==> config.mk <==
export PLATFORM = sky130hd
export DESIGN_NAME = addsub_serial_ctrl
export DESIGN_NICKNAME = d
export VERILOG_FILES = /design/src/rtl/addsub_serial_ctrl.sv
export SDC_FILE = /design/constraint.sdc
export NUM_CORES = 1
export LEC_CHECK = 0
export BUFFER_PORTS_ARGS = -buffer_cell sky130_fd_sc_hd__buf_2
export CAP_MARGIN = 20
export CORE_MARGIN = 10
export CORE_UTILIZATION = 45
export CTS_CLUSTER_SIZE = 14
export DETAILED_ROUTE_END_ITERATION = 10
export PLACE_DENSITY = 0.69
export SKIP_LAST_GASP = 1
export SLEW_MARGIN = 20
export SYNTH_ARGS = -nofsm -noshare
export SYNTH_HDL_FRONTEND = slang
export SYNTH_SLANG_ARGS = --single-unit
==> constraint.sdc <==
create_clock -name clk -period 2.3 [get_ports clk]
set_input_delay 0.115 -clock clk [delete_from_list [all_inputs] [get_ports clk]]
set_output_delay 0.115 -clock clk [all_outputs]
set_load 0.05 [all_outputs]
==> src/rtl/addsub_serial_ctrl.sv <==
// ---------------------------------------------------------------------------
// addsub_serial_ctrl
//
// Purpose:
//   Sequencer that computes a WIDTH-bit A+B or A-B by driving an external
//   2-bit add/sub slice (adder_sub) one digit per cycle, LSB digit first.
//   The slice sits beside this block and is wired to the slice_* ports. It
//   internally computes slice_a + (slice_b ^ {2{slice_cin}}) + slice_cin.
//   This block pre-conditions slice_b so that the slice effectively computes
//   A_d + (B_d ^ op) + carry on every digit.
//
// Parameters:
//   WIDTH : operand/result width. Must be even and >= 4. N = WIDTH/2 digits.
//
// Ports:
//   clk, rst_n           : rising-edge clock, asynchronous active-low reset
//   start                : request, accepted only when idle
//   op_sub               : 0 = A+B, 1 = A-B (sampled with start)
//   a, b                 : operands (sampled with start)
//   slice_a/b/cin        : digit operands and carry sent to the slice
//   slice_s, slice_cout  : digit sum and carry returned by the slice
//   busy                 : high while digits are being processed
//   done                 : one-cycle pulse, result valid
//   result, cout         : assembled result and final carry (sub: 1 = no borrow)
//   overflow             : two's-complement overflow
//
// Optional feature:
//   ADDSUB_SAT_EN : when defined, an overflowing result is replaced by the
//                   saturated value (0x7F..F for A >= 0, 0x80..0 for A < 0).
// ---------------------------------------------------------------------------
module addsub_serial_ctrl #(
    parameter int WIDTH = 8
) (
    input  logic             clk,
    input  logic             rst_n,
    input  logic             start,
    input  logic             op_sub,
    input  logic [WIDTH-1:0] a,
    input  logic [WIDTH-1:0] b,
    output logic [1:0]       slice_a,
    output logic [1:0]       slice_b,
    output logic             slice_cin,
    input  logic [1:0]       slice_s,
    input  logic             slice_cout,
    output logic             busy,
    output logic             done,
    output logic [WIDTH-1:0] result,
    output logic             cout,
    output logic             overflow
);

    localparam int N     = WIDTH / 2;
    localparam int IDX_W = (N > 1) ? $clog2(N) : 1;
    localparam logic [IDX_W-1:0] LAST = IDX_W'(N - 1);

    typedef enum logic [1:0] {
        S_IDLE,
        S_RUN,
        S_DONE
    } state_t;

    state_t           state, state_next;
    logic [WIDTH-1:0] a_q, b_q;
    logic             op_q;
    logic             carry_q;
    logic [IDX_W-1:0] idx_q;
    logic [WIDTH-1:0] result_q;
    logic             cout_q;
    logic             ovf_q;

    // Current digit is brought to bit 0 by a right shift of 2*idx.
    logic [WIDTH-1:0] a_sh, b_sh;
    logic             a_msb, beff_msb, ovf_next;

    assign a_sh = a_q >> {idx_q, 1'b0};
    assign b_sh = b_q >> {idx_q, 1'b0};

    // Sign-based overflow, evaluated while the top digit is on the slice.
    assign a_msb    = a_q[WIDTH-1];
    assign beff_msb = b_q[WIDTH-1] ^ op_q;
    assign ovf_next = (a_msb == beff_msb) && (slice_s[1] != a_msb);

    // ------------------------------------------------------------------
    // FSM state register
    // ------------------------------------------------------------------
    // NOTE: sequential state is updated with non-blocking (<=) assignments so
    // every flop samples values from before the edge, independent of order.
    always_ff @(posedge clk or negedge rst_n) begin
        if (!rst_n) state <= S_IDLE;
        else        state <= state_next;
    end

    // ------------------------------------------------------------------
    // FSM next state and status outputs
    // ------------------------------------------------------------------
    // NOTE: every output of this block gets a default before the case, so no
    // path leaves a signal unassigned and no latch is inferred.
    always_comb begin
        state_next = state;
        busy       = 1'b0;
        done       = 1'b0;
        unique case (state)
            S_IDLE: if (start) state_next = S_RUN;
            S_RUN: begin
                busy = 1'b1;
                if (idx_q == LAST) state_next = S_DONE;
            end
            S_DONE: begin
                done       = 1'b1;
                state_next = S_IDLE;
            end
            default: state_next = S_IDLE;
        endcase
    end

    // ------------------------------------------------------------------
    // Slice drive. XORing the carry into slice_b cancels the slice's own
    // B^Cin, leaving A_d + (B_d ^ op) + carry. Outside RUN the slice is
    // held at zero.
    // ------------------------------------------------------------------
    always_comb begin
        slice_a   = 2'b00;
        slice_b   = 2'b00;
        slice_cin = 1'b0;
        if (state == S_RUN) begin
            slice_a   = a_sh[1:0];
            slice_b   = b_sh[1:0] ^ {2{op_q}} ^ {2{carry_q}};
            slice_cin = carry_q;
        end
    end

    // ------------------------------------------------------------------
    // Datapath: operand latch, digit sequencing and result assembly
    // ------------------------------------------------------------------
    always_ff @(posedge clk or negedge rst_n) begin
        if (!rst_n) begin
            a_q      <= '0;
            b_q      <= '0;
            op_q     <= 1'b0;
            carry_q  <= 1'b0;
            idx_q    <= '0;
            result_q <= '0;
            cout_q   <= 1'b0;
            ovf_q    <= 1'b0;
        end else begin
            unique case (state)
                S_IDLE: begin
                    if (start) begin
                        a_q     <= a;
                        b_q     <= b;
                        op_q    <= op_sub;
                        carry_q <= op_sub;  // +1 of the two's-complement negate
                        idx_q   <= '0;
                    end
                end
                S_RUN: begin
                    for (int d = 0; d < N; d++) begin
                        if (idx_q == IDX_W'(d)) result_q[2*d +: 2] <= slice_s;
                    end
                    carry_q <= slice_cout;
                    idx_q   <= idx_q + 1'b1;
                    if (idx_q == LAST) begin
                        cout_q <= slice_cout;
                        ovf_q  <= ovf_next;
`ifdef ADDSUB_SAT_EN
                        // Later assignment overrides the top-digit write above.
                        if (ovf_next)
                            result_q <= a_msb ? {1'b1, {(WIDTH-1){1'b0}}}
                                              : {1'b0, {(WIDTH-1){1'b1}}};
`endif
                    end
                end
                default: ;
            endcase
        end
    end

    assign result   = result_q;
    assign cout     = cout_q;
    assign overflow = ovf_q;

endmodule

==> flow_summary.ini, run 1 <==
[cts]
cts_sinks = 32
path_clk_slew_ns = 0.10
root_buffer = clkbuf_4
cts_hold_buf = 13
cts_buffers = 5
insertion_delay_ns = 0.34
ctsResizeCount = 0
cts_tree = built
post_cts_buffers = 0
cts_max_level = 2
cts_buffer_depth = 2

[timing]
final.setup_skew_ns = 0.00588
clock.fmax_mhz = 482
maxSlewHeadroom_pct = 53.8
tightestPinTransition_ns = 0.692
finalCritPeriodShare_pct = 90.2
fin_crit_ns = 2.08
tns_ns = 0
rsz0062_at_grt = false
maxSlewViolCount = 0
timing.final.hold_violations = 0
finalSetupViolations = 0

[finish]
finalNetCount = 186
n_antenna_cell = 0
area.sequential_um2 = 801
mostFrequentLayoutCells = buf_2, dfrtp_1, mux2_2
multi_input_area_um2 = 643
layout_commonest_cell = buf_2
fill_cells = 265
area_growth_pct = 28.2
drive_gt1_share_pct = 50.6

[floorplan]
num_io_pins = 40
core_um2 = 3130
die_w_um = 77.7
dieArea_um2 = 6030
die_y_um = 77.7
start_util_pct = 47.8
row_count = 20

[placement]
post-dp-hpwl_um = 2190
place_congestion = 0.715
io_buffers = 39

[global_route]
grt_antenna_before_repair = 0
track_usage_pct = 11.1
grt_pass1_vias = 1104
grt_pass1_wl_um = 5330
grt_start_max_net_pins = 33
gr-total-overflow = 0

[run]
drv_cap = 0

[route]
drt-initial-drc-count = 35
viasPerCell = 4.72
wl_per_cell_um = 14.9
detail-route-antenna-nets = 0
drc = 0
drtPass1Iterations = 4
routed_wl_um = 3030
vias = 962

[critical_path]
r2r-end = cout
crit_path_start_kind = register
cp-end-kind = primary output
worstPathMaxFanout = 8
crit_path_start = idx_q[0]
rrSetupSlack_ns = 0.83
arrival_ns = 1.96
ff2ff_path_depth = 3
endpoint = slice_b[0]
rr_startpoint = idx_q[0]
worstSetupPathType = register to primary output
critPathRequiredTime_ns = 2.18

[synthesis]
synth_area_um2 = 1500
synth_cells = 102
syn_nets = 129
yosysTopAreaCellShare_pct = 53.5
synth_warnings = 0
ys_ff_latch = 32
syn_area_per_cell_um2 = 14.7
synth_area_leaders = dfrtp_1, mux2_2, mux4_2
ys_seq_area_share_pct = 53.5
yosysUniqueCellTypes = 28
synth_top_area_cell = dfrtp_1

[status]
outcome = finished clean

[worst_hold_path]
hold_class = input port to register
through the flow:
stage          util, %  hold slack [ns]  setup slack, ns  std cells  area, um2
6_report          61.3           0.0181            0.225        204       1920
5_1_grt           61.3          0.00108           0.0785        204       1920
4_1_cts           61.0         0.000752            0.184        203       1910
3_5_place_dp      54.9            0.199            0.570        182       1720
3_3_place_gp      54.9            0.198            0.582        182       1720
2_1_floorplan        -           -0.181            0.405        102       1500
routing by layer:
layer  vias up  GRT usage (%)  wire, um
met2        28           16.9      1430
met4         0           3.83        35
met3         6           6.68       257
met1       458           12.5      1320
met5         -              0         0
li1        470              -         -
worst max-delay path, stage by stage, from the launching register on:
cell and delay [ns]:
dfrtp_1 0.57, mux4_2 0.56, xnor2_1 0.14, nor2_1 0.09
buf_2 0.27
layout make-up:
class,instances,area share [%]
sequential,32,41.7
multi-input combinational,62,33.5
timing repair buffer,54,17.9
tap,44,2.87
clock buffer,6,2.67
inverter,4,0.783
clock inverter,2,0.522
cell families (layout without fill, tap and decap cells):
| kind of cell | after synthesis | after routing | share of synthesized area [%] |
|---|---|---|---|
| adders and majority gates | 4 | 4 | 3.34 |
| muxes | 31 | 31 | 27.5 |
| AOI/OAI and AO/OA | 5 | 5 | 2.34 |
| xor gates and xnor gates | 4 | 4 | 2.34 |
| DFF | 32 | 32 | 53.5 |
| and+or+nand+nor | 18 | 18 | 7.44 |
| buffers and inverters | 8 | 66 | 3.51 |
synthesized netlist by cell type (all sizes together):
master	number
a221o	1
and2	3
buf	4
dfrtp	32
ha	4
inv	4
mux2	26
mux2i	1
mux4	4
nand2	5
nand2b	1
nand3b	1
nor2	2
nor2b	3
nor3b	2
o21ai	2
o21bai	1
o31ai	1
or3	1
xnor2	3
xor2	1
state kept, by name, summed over array words and instances (netlist names):
register,count
op_q,1
b_q,8
overflow,1
state,2
result,8
carry_q,1
idx_q,2
a_q,8
cout,1
worst min path at each step:
stage,start,endpoint,slack [ns],cells after the start
6_report,a[1],a_q[1],0.02,2
5_1_grt,a[1],a_q[1],0.001,2
4_1_cts,a[1],a_q[1],0.0008,2
3_5_place_dp,rst_n,carry_q,0.20,1
3_3_place_gp,rst_n,b_q[1],0.20,1
2_1_floorplan,rst_n,a_q[0],-0.18,0
Power of run 1 is not shown: default switching activity piles up to over one toggle a cycle in this logic, so the estimate is an artifact.
==> run 2, diff against run 1 <==
- ABC_AREA: unset -> 1
- CTS_CLUSTER_SIZE: 14 -> unset
==> run 2 against run 1 <==
Register-to-register slack better by 0.11 ns. Design area up 3.8%. Fmax up 10%. Utilization down 1.2 points. Critical path depth up 3. First-iteration DRC count up 77%. Sequential cell count unchanged. Via count up 35%. Clock skew up 0.0016 ns. Global-route usage up 0.92 points. Synthesized area up 1.5%.
==> flow_summary.ini, run 2 <==
[status]
outcome = finished clean

[synthesis]
syn_area_per_cell_um2 = 8.30
synth_edf_count = 0
synth_common_cells = nand2_1, dfrtp_1, nor2_1, o21ai_0
synth_top_area_cell = dfrtp_1
yosysUniqueCellTypes = 19
synth_area_leaders = dfrtp_1, nand2_1, nor2_1
synthArstFlopShare_pct = 100
ys_ff_latch = 32
yosysTopAreaCellShare_pct = 52.7
yosysMostFrequentCell = nand2_1
ys_seq_area_share_pct = 52.7
synth_warnings = 0
synth_area_um2 = 1520
synth_cells = 183
synthFlopType = dfrtp_1
syn_nets = 210

[placement]
place_congestion = 0.732
post-dp-hpwl_um = 2390
io_buffers = 39

[cts]
path_clk_slew_ns = 0.10
cts_max_level = 2
cts_buffers = 5
root_buffer = clkbuf_4
cts_sinks = 32
cts_buffer_depth = 2
insertion_delay_ns = 0.34
cts_tree = built
post_cts_buffers = 0

[critical_path]
path_cells = inv_2, nand2_1, nand3_1, nand2_1, nor2_1, nor2_1, buf_2
r2r-end = idx_q[0]
arrival_ns = 1.77
rr_startpoint = state[1]
crit_path_start_kind = register
cp-end-kind = primary output
ff2ff_path_depth = 6
cp_slowest_cell = dfrtp_1
worstPathMaxFanout = 13
critPathRequiredTime_ns = 2.18
slowest_delay_ns = 0.61
rrSetupSlack_ns = 0.94
worstSetupPathType = register to primary output

[global_route]
grt_pass1_wl_um = 5840
track_usage_pct = 12.0
grt_start_max_net_pins = 33
grt_antenna_before_repair = 0
gr-total-overflow = 0
grt_pass1_vias = 1295

[floorplan]
start_util_pct = 45.9
die_w_um = 78.1
dieArea_um2 = 6100
die_y_um = 78.1
row_count = 21
core_um2 = 3310
num_io_pins = 40

[power_and_ir_drop]
total_power_uw = 3170
pwr_density_cell_nw_per_um2 = 1590
ir_drop_mv = 0.715
power_leakage_uw = 0.00110

[timing]
timing.final.hold_violations = 0
tightestPinTransition_ns = 0.692
finalCritPeriodShare_pct = 81.7
maxSlewHeadroom_pct = 53.9
fin_crit_ns = 1.88
tns_ns = 0
clock.fmax_mhz = 532
maxSlewViolCount = 0
finalSetupViolations = 0
rsz0062_at_grt = false
final.setup_skew_ns = 0.00752

[route]
vias = 1299
drtPass1Iterations = 4
detail-route-antenna-nets = 0
drt-initial-drc-count = 62
viasPerCell = 4.45
drc = 0
wl_per_cell_um = 12.0
routed_wl_um = 3500

[worst_hold_path]
hp-start = slice_s[0]
hold_end = result[2]
hold_path_depth = 3
hold_class = input port to register

[finish]
n_antenna_cell = 0
mostFrequentLayoutCells = nand2_1, buf_2, dfrtp_1
finalNetCount = 272
area_growth_pct = 31.1
drive_gt1_share_pct = 24.4
layout_commonest_cell = nand2_1

[run]
drv_cap = 0
run 2: cell count changes in the layout (fill, tap and decap cells not counted), sizes merged, moves of 4 or more:
| cell | delta |
|---|---|
| nand2 | +85 |
| mux4 | -4 |
| mux2 | -26 |
| dlygate4sd3 | +5 |
| nand3 | +7 |
| inv | +6 |
| o21ai | +13 |
| nor2 | +14 |
run 2: worst max path at each step:
| stage | cells after the start | from | slack (ns) | end |
|---|---|---|---|---|
| 3_5_place_dp | 7 | idx_q[0] | 0.79 | slice_b[0] |
| 2_1_floorplan | 4 | state[1] | 0.60 | slice_a[0] |
| 6_report | 7 | idx_q[0] | 0.42 | slice_b[1] |
| 3_3_place_gp | 7 | idx_q[0] | 0.82 | slice_b[0] |
| 5_1_grt | 7 | idx_q[0] | 0.21 | slice_b[1] |
| 4_1_cts | 7 | idx_q[0] | 0.40 | slice_b[1] |
run 2: cells by family (layout without fill, tap and decap cells):
kind of cell | after synthesis | in the layout | share of synthesized area, %
flops | 32 | 32 | 52.7
buf+inv | 14 | 77 | 5.19
compound gates | 17 | 17 | 6.10
simple gates | 113 | 113 | 31.0
xor+xnor | 3 | 3 | 1.73
fa+ha+maj | 4 | 4 | 3.30
run 2: stage by stage:
stage          worst slack [ns]  hold slack [ns]  std cells  cell area, um2  utilization [%]
2_1_floorplan             0.604           -0.181        183            1520                -
3_3_place_gp              0.823            0.202        265            1740             52.6
3_5_place_dp              0.785            0.195        265            1740             52.6
4_1_cts                   0.396           0.0596        292            1990             60.2
5_1_grt                   0.206           0.0698        292            1990             60.2
6_report                  0.420           0.0679        292            1990             60.2
run 2: repair_timing:
action | 4_1_cts | 5_1_grt
resized for setup | 0 | 0
hold endpoints to repair | 50 | 0
endpoints found under the setup margin | 0 | 0
hold buffers | 19 | 0
run 2: per-layer routing:
layer | global-route usage, % | up-vias | part of all wire, %
met4 | 5.38 | 0 | 1.7
met5 | 0 | - | 0
met3 | 6.95 | 7 | 8.7
li1 | - | 697 | -
met2 | 18.2 | 33 | 45
met1 | 13.4 | 562 | 45
run 2: critical path: cells and delay by family, from the launching register on:
kind / cells / cell delay [ns]
flops: 1 / 0.61
buf+inv: 2 / 0.44
simple gates: 5 / 0.38
run 2: cell type report:
cell class / instances / area, um2
clock buffers: 6 / 51.3
clock inverters: 2 / 10.0
fillers: 316 / 1320
inverters: 10 / 40.0
multi-input cells: 137 / 639
flip-flops and latches: 32 / 801
well taps: 46 / 57.6
repair buffers: 59 / 393
run 2: power breakdown:
part	switching (uW)	internal [uW]	leakage [uW]
Sequential	210	833	0.000395
Clock	195	145	0.0000380
Combinational	1270	511	0.000665
Total	1680	1490	0.00110
Power figures use the tool's default switching activity.
